--- src/rtl/irq_controller.sv ---
// ---------------------------------------------------------------------------
// irq_controller
//
// Interrupt controller sitting directly in front of the processor's
// `interrupt` input. Rising edges on the request lines are latched into a
// pending register. The lowest-index pending source is selected and
// announced with a PULSE_CYCLES-wide `interrupt` pulse. Its index is
// presented on `irq_id`, which feeds the processor in_port mux so the ISR
// can read it. No further service starts until the ISR retires with `eoi`.
// After `eoi`, a GUARD_CYCLES drain interval lets the pipeline settle.
//
// Parameters:
//   N_SRC        number of request lines (1..8)
//   W            width of irq_id
//   PULSE_CYCLES cycles `interrupt` stays high per service (>=1)
//   GUARD_CYCLES drain cycles after eoi before the next service (>=0)
//
// Ports:
//   clk        system clock, rising edge
//   rst        synchronous active-low reset
//   irq_in     request lines, already synchronous to clk
//   irq_mask   (IRQ_MASK_EN only) 1 = line excluded from selection
//   eoi        one-cycle end-of-interrupt strobe (RTI retire)
//   interrupt  to processor interrupt input
//   irq_id     zero-extended index of the source in service
//   busy       high whenever the controller is not IDLE
//   pending    current pending register
//
// Optional feature macro: IRQ_MASK_EN. When it is defined, the irq_mask
// port is added. Masked lines still become pending, but they are not
// selected until they are unmasked.
// ---------------------------------------------------------------------------

// Per-line edge detector and pending bit.
module irq_src_cell (
    input  logic clk,
    input  logic rst,
    input  logic irq_i,
    input  logic clr_i,
    output logic pend_o
);
    logic prev_q;
    logic pend_q;
    logic rise;

    assign rise = irq_i & ~prev_q;

    always_ff @(posedge clk) begin
        if (!rst) begin
            // prev is preset high so a line held high through reset
            // does not look like a fresh edge.
            prev_q <= 1'b1;
            pend_q <= 1'b0;
        end else begin
            prev_q <= irq_i;
            // A new edge in the same cycle as the clear wins, so that
            // request is not lost.
            pend_q <= rise | (pend_q & ~clr_i);
        end
    end

    assign pend_o = pend_q;
endmodule

module irq_controller #(
    parameter int N_SRC        = 4,
    parameter int W            = 16,
    parameter int PULSE_CYCLES = 1,
    parameter int GUARD_CYCLES = 4
) (
    input  logic             clk,
    input  logic             rst,
    input  logic [N_SRC-1:0] irq_in,
`ifdef IRQ_MASK_EN
    input  logic [N_SRC-1:0] irq_mask,
`endif
    input  logic             eoi,
    output logic             interrupt,
    output logic [W-1:0]     irq_id,
    output logic             busy,
    output logic [N_SRC-1:0] pending
);
    localparam int CNT_MAX = (PULSE_CYCLES > GUARD_CYCLES) ? PULSE_CYCLES : GUARD_CYCLES;
    localparam int CNT_W   = (CNT_MAX > 1) ? $clog2(CNT_MAX) : 1;
    localparam int SEL_W   = (N_SRC > 1) ? $clog2(N_SRC) : 1;

    localparam logic [CNT_W-1:0] PULSE_LOAD = CNT_W'(PULSE_CYCLES - 1);
    localparam logic [CNT_W-1:0] GUARD_LOAD =
        (GUARD_CYCLES > 0) ? CNT_W'(GUARD_CYCLES - 1) : '0;

    typedef enum logic [1:0] {
        IDLE     = 2'd0,
        ASSERT   = 2'd1,
        WAIT_EOI = 2'd2,
        GUARD    = 2'd3
    } state_e;

    state_e             state_q, state_d;
    logic [CNT_W-1:0]   cnt_q, cnt_d;
    logic               int_q, int_d;
    logic [W-1:0]       id_q, id_d;

    logic [N_SRC-1:0]   clr;
    logic [N_SRC-1:0]   elig;
    logic [SEL_W-1:0]   sel;
    logic               any_elig;

    // ---------------- per-line pending cells ----------------
    for (genvar g = 0; g < N_SRC; g++) begin : g_src
        irq_src_cell u_cell (
            .clk    (clk),
            .rst    (rst),
            .irq_i  (irq_in[g]),
            .clr_i  (clr[g]),
            .pend_o (pending[g])
        );
    end

`ifdef IRQ_MASK_EN
    assign elig = pending & ~irq_mask;
`else
    assign elig = pending;
`endif

    // Lowest set index has priority. Scan downward so the last hit wins.
    always_comb begin
        sel      = '0;
        any_elig = |elig;
        for (int i = N_SRC - 1; i >= 0; i--) begin
            if (elig[i]) sel = SEL_W'(i);
        end
    end

    // ---------------- FSM next state ----------------
    always_comb begin
        state_d = state_q;
        cnt_d   = cnt_q;
        int_d   = int_q;
        id_d    = id_q;
        clr     = '0;

        case (state_q)
            IDLE: begin
                if (any_elig) begin
                    clr[sel] = 1'b1;
                    id_d     = W'(sel);
                    cnt_d    = PULSE_LOAD;
                    int_d    = 1'b1;
                    state_d  = ASSERT;
                end
            end
            ASSERT: begin
                // eoi is deliberately ignored while the pulse is running.
                if (cnt_q == '0) begin
                    int_d   = 1'b0;
                    state_d = WAIT_EOI;
                end else begin
                    cnt_d = cnt_q - 1'b1;
                end
            end
            WAIT_EOI: begin
                if (eoi) begin
                    if (GUARD_CYCLES == 0) begin
                        state_d = IDLE;
                    end else begin
                        cnt_d   = GUARD_LOAD;
                        state_d = GUARD;
                    end
                end
            end
            GUARD: begin
                if (cnt_q == '0) state_d = IDLE;
                else             cnt_d   = cnt_q - 1'b1;
            end
            default: state_d = IDLE;
        endcase
    end

    // ---------------- state registers ----------------
    always_ff @(posedge clk) begin
        if (!rst) begin
            state_q <= IDLE;
            cnt_q   <= '0;
            int_q   <= 1'b0;
            id_q    <= '0;
        end else begin
            state_q <= state_d;
            cnt_q   <= cnt_d;
            int_q   <= int_d;
            id_q    <= id_d;
        end
    end

    assign interrupt = int_q;
    assign irq_id    = id_q;       // held until the next selection
    assign busy      = (state_q != IDLE);
endmodule

--- config.mk ---
export PLATFORM = sky130hd
export DESIGN_NAME = irq_controller
export DESIGN_NICKNAME = d
export VERILOG_FILES = /design/src/rtl/irq_controller.sv
export SDC_FILE = /design/constraint.sdc
export NUM_CORES = 1
export LEC_CHECK = 0
export CAP_MARGIN = 40
export CORE_MARGIN = 2
export CORE_UTILIZATION = 46
export CTS_BUF_LIST = sky130_fd_sc_hd__clkbuf_2 sky130_fd_sc_hd__clkbuf_4 sky130_fd_sc_hd__clkbuf_8
export CTS_CLUSTER_SIZE = 28
export DETAILED_ROUTE_END_ITERATION = 16
export PLACE_DENSITY = 0.85
export SLEW_MARGIN = 20
export SYNTH_ARGS = -nofsm -noshare
export SYNTH_HDL_FRONTEND = slang
export SYNTH_SLANG_ARGS = --single-unit
--- constraint.sdc ---
create_clock -name clk -period 2.13 [get_ports clk]
set_input_delay 0.3195 -clock clk [delete_from_list [all_inputs] [get_ports clk]]
set_output_delay 0.3195 -clock clk [all_outputs]
set_load 0.05 [all_outputs]
# Word level (Yosys, flattened, before mapping)
# Cells that the tools add are included.
# classes
n_bitwise,20
muxes,19
n_reduce_logical,11
order_cmp,2
n_eq_ne,8
n_addsub,1
# op_table
cell,n
2-bit 2-to-1 mux,10
"2-bit != test, second input constant",5
1-bit AND,8
4-bit 2-to-1 mux,2
1-bit NOT,8
2-bit one-hot mux with 4 select lines,1
2-bit one-hot mux with 3 select lines,1
3-bit AND reduction,2
"2-bit == test, second input constant",2
2-bit logical NOT,2
1-bit bitwise OR,4
4-bit AND reduction,1
2-bit nonzero test,2
4-bit OR reduction,1
"2-bit by 3-bit less-than comparator with 1-bit output, second input constant",1
1-bit 2-to-1 mux,3
1-bit demux with 2-bit select,1
"2-bit by 1-bit == test with 1-bit output, second input constant",1
"2-bit by 1-bit greater-or-equal comparator with 1-bit output, second input constant",1
1-bit one-hot mux with 2 select lines,1
2-bit AND reduction,1
2-bit OR reduction,1
"2-bit by 1-bit subtractor with 2-bit output, second input constant",1
1-bit logical AND,1
# totals
inputBits,7
out_inout_bits,22
regBits,15

# Logic depth before layout (Yosys ltp)
# logic_depth
depth_word,13
mapped_depth,6
mapped_depth_nobuf,6

# By module
# From an unflattened synthesis, not the netlist that was laid out.
# hier_totals
hier_cells,93
hier_area_um2,875.8
# by_module_without_submodules
module,area_per_inst_um2,cells_each,instances
irq_controller,595.6,69,1
irq_src_cell,70.1,6,4

# Worst setup path after synthesis
# Ideal clock, no wire load.
# synth_path
path_type,reg-to-reg
start,register state_q[0]
end,register cnt_q[0]
path_stages_with_launch,7
arrival_ns,1.525
path_slack_ns,0.490
synth_period_minus_slack_ns,1.640
t_required_ns,2.015
cell_sequence,dfxtp_1 > inv_1 > ha_1 > or3b_4 > o211ai_2 > mux2i_1 > o21a_1
# synth_between
elab_chain_cells,4
elab_cells_between_ends,10
# synth_rtl
element,line,source
"start, declared",98,"state_e state_q, state_d;"
"start signal, assigned",187,state_q <= state_d;
2-bit == test or 2-bit by 1-bit == test with 1-bit output (tied branches),142,case (state_q)
2-bit OR reduction (no source line),--,
2-bit != test (no source line),--,
3-bit AND reduction (no source line),--,
"end signal, assigned",188,cnt_q <= cnt_d;
"end, declared",99,"logic [CNT_W-1:0] cnt_q, cnt_d;"
# Several ways; a longest one is shown, not always the timed one.
# A chain may end at the register's enable or synchronous reset.

# Worst setup path after layout
# layout_path
start,register g_src[0].u_cell.pend_q
end,output pending[0]
# layout_rtl
element,line,source
"start, declared",43,logic pend_q;
"start signal, assigned",58,pend_q <= rise | (pend_q & ~clr_i);
"end, declared",81,output logic [N_SRC-1:0] pending
# No word-level cell between the ends.

==> impl_metrics.env <==
export IMPL_synthDominantCellAreaShare_pct=35.3
export IMPL_tritoncts="built"
export IMPL_floorplan_initialDensity_pct=49.3
export IMPL_min_period_over_period_pct=87.8
export IMPL_drt_wl_total_um=1230
export IMPL_crit_type="reg -> out"
export IMPL_synth_distinct_cells=27
export IMPL_timing_critical_path_from_type="flop"
export IMPL_cp_data_arrival_time_ns=1.55
export IMPL_cts_hold_buf=0
export IMPL_post_route_cells_drive_above_1_share_pct=10.4
export IMPL_cts_htree_levels=1
export IMPL_clock_sinks=15
export IMPL_max_slew_worst_pin_slew_ns=0.489
export IMPL_worst_path_buf_inv=1
export IMPL_finalCriticalPeriod_ns=1.87
export IMPL_worst_path_dominant_cell_family="buffers and inverters"
export IMPL_switching_fraction_of_total_power_pct=45.2
export IMPL_critical_path_end_type="output pin"
export IMPL_yosysTopAreaCell="dfxtp_1"
export IMPL_drt_first_pass_iters=5
export IMPL_site_row_count=15
export IMPL_layout_commonest_cell="dfxtp_1"
export IMPL_mostFrequentLayoutCells="15 x dfxtp_1, 14 x conb_1, 13 x clkdlybuf4s50_1"
export IMPL_first_global_vias=503
export IMPL_final_design_area_no_fill_um2=957
export IMPL_initialDrtViolationCount=9
export IMPL_grt_first_pass_wirelength_um=2090
export IMPL_clockRootBuffer="clkbuf_4"
export IMPL_rsz_0062_raised_after_global_routing="false"
export IMPL_insertion_delay_ns=0.29
export IMPL_total_gr_overflow=0
export IMPL_avgRoutedWirePerCell_um=9.37
export IMPL_post_dp_cell_area_um2=930
export IMPL_p_seq_share_pct=32.0
export IMPL_gate_count_after_technology_mapping=94
export IMPL_hpwlAfterDp_um=960
export IMPL_slew_violations=0
export IMPL_fmax_mhz=535
export IMPL_synthToLayoutAreaGrowth_pct=12.5
export IMPL_worst_clock_skew_on_the_final_layout_ns=0.00280
export IMPL_worst_path_required_ns=1.81
export IMPL_maximum_number_of_pins_on_one_net_before_global_route_repair=16
export IMPL_crit_slowest_cell="clkdlybuf4s50_1"
export IMPL_cts_repair_resized=0
export IMPL_p_clk_share_pct=13.9
export IMPL_fillers=162
export IMPL_max_slew_margin_pct=67.0
export IMPL_detailed_route_via_count=589
export IMPL_ys_top_cells_by_area="dfxtp_1 35%, buf_4 16%, ha_1 8.8%"
export IMPL_holdCritPathClass="reg -> reg"
export IMPL_internal_power_w=0.000654
export IMPL_average_vias_per_placed_instance=4.50
export IMPL_dp_cells=127
export IMPL_run_status="completed"
export IMPL_number_of_i_o_pins=29
export IMPL_pwr_density_cell_nw_per_um2=1250
export IMPL_num_antenna_cells=0
export IMPL_critPathMaxStageDelay_ns=0.84
export IMPL_share_comb_of_total_power_pct=54.1
export IMPL_antenna_left=0
export IMPL_groute_usage_overall_pct=14.0
export IMPL_postSynthAreaPerCell_um2=9.05
export IMPL_path_cells="clkdlybuf4s50_1"
export IMPL_antenna_found_initial=0
export IMPL_max_cap_violations=0
export IMPL_cts_inserted_buffers=3
export IMPL_post_route_drc_count=0
export IMPL_clockBufferDepth=2
export IMPL_fin_nets=120
export IMPL_gp_congestion=0.714
export IMPL_multiInputGateArea_um2=434
export IMPL_vdd_ir_drop_max_mv=0.609
export IMPL_final_instance_count_excl_fill=131
export IMPL_ff_latch_area_um2=300
export IMPL_fp_dieArea_um2=2210
export IMPL_setup_total_negative_slack_ns=0
export IMPL_post_cts_setup_buffers=0
export IMPL_placement_io_buffers=14
export IMPL_finalHoldViolations=0
export IMPL_final_setup_viol_count=0
export IMPL_critPathMaxFanout=6
export IMPL_die_width_um=47.0
export IMPL_p_switching_w=0.000540
export IMPL_floorplan_core_area_um2=1730
export IMPL_synth_warn=0
export IMPL_postSynthRegisterBits=15
export IMPL_synth_sequential_area_ratio_pct=35.3
export IMPL_fp_dieH_um=47.0
export IMPL_synth_area_um2=851
export IMPL_path_clk_slew_ns=0.09
export IMPL_static_leakage_nw=0.405
cell families after synthesis:
kind of cell	after synthesis	synth area share (%)
mux	2	2.35
fa+ha+maj	6	8.82
other cells	1	0.441
buf+inv	26	19.4
compound gates	19	17.8
flops	15	35.3
simple gates	25	15.9
synth_stat cells (all sizes together):
| master | count |
|---|---|
| o2bb2ai | 1 |
| a211o | 1 |
| o221a | 1 |
| dfxtp | 15 |
| nand2 | 5 |
| o21ai | 3 |
| o211ai | 2 |
| mux2i | 2 |
| or2 | 1 |
| nor2b | 4 |
| o221ai | 1 |
| a21oi | 3 |
| o21a | 1 |
| nor3 | 1 |
| conb | 1 |
| ha | 6 |
| and2 | 1 |
| a21boi | 4 |
| o41ai | 1 |
| buf | 18 |
| clkbuf | 1 |
| nand2b | 7 |
| inv | 7 |
| o311a | 1 |
| nor2 | 5 |
| or3b | 1 |
per-stage QoR:
stage	hold slack, ns	setup slack, ns	utilization (%)	power (W)
final	0.468	0.261	55.4	0.00119
after global routing	0.510	0.192	55.4	0.00129
after CTS	0.473	0.252	55.4	0.00120
after detailed placement	0.460	0.365	53.8	0.00103
after global placement	0.454	0.409	53.8	0.00101
after floorplan	0.393	0.490	-	0.000927
power groups by stage:
stage                     combinational [W]  sequential, W  clock, W
final                              0.000646       0.000382  0.000165
after global routing               0.000716       0.000392  0.000183
after CTS                          0.000651       0.000383  0.000169
after detailed placement           0.000645       0.000390         0
after global placement             0.000628       0.000385         0
after floorplan                    0.000505       0.000421         0
path summary, 6_finish.rpt:
path                          startpoint  cells after the start  slack, ns    endpoint
setup reg to reg              state_q[0]                      6       0.34    cnt_q[0]
hold reg to reg                irq_id[1]                      2       0.47   irq_id[1]
hold / removal                 irq_id[1]                      2       0.47   irq_id[1]
setup / recovery  g_src[0].u_cell.pend_o                      1       0.26  pending[0]
cell type report:
class	instances	area share, %
Tap cell	25	3.27
Multi-Input combinational cell	66	45.4
Inverter	7	2.75
Clock buffer	3	2.35
Sequential cell	15	31.4
Clock inverter	1	0.523
Timing Repair Buffer	14	14.4
sequential cells by signal (all words and copies together), names as in the netlist:
name	cells
g_src.u_cell.prev_q	4
interrupt	1
cnt_q	2
g_src.u_cell.pend_o	4
state_q	2
irq_id	2
metal layers:
metal  share of wire (%)  wire [um]  up-vias  track usage, %
met3                 5.9         72        2            4.62
met2                  47        579       23            21.4
li1                    -          -      304               -
met4                0.98         12        0            10.0
met5                   0          0        -               0
met1                  46        562      260            16.4
Power figures use the tool's default switching activity.
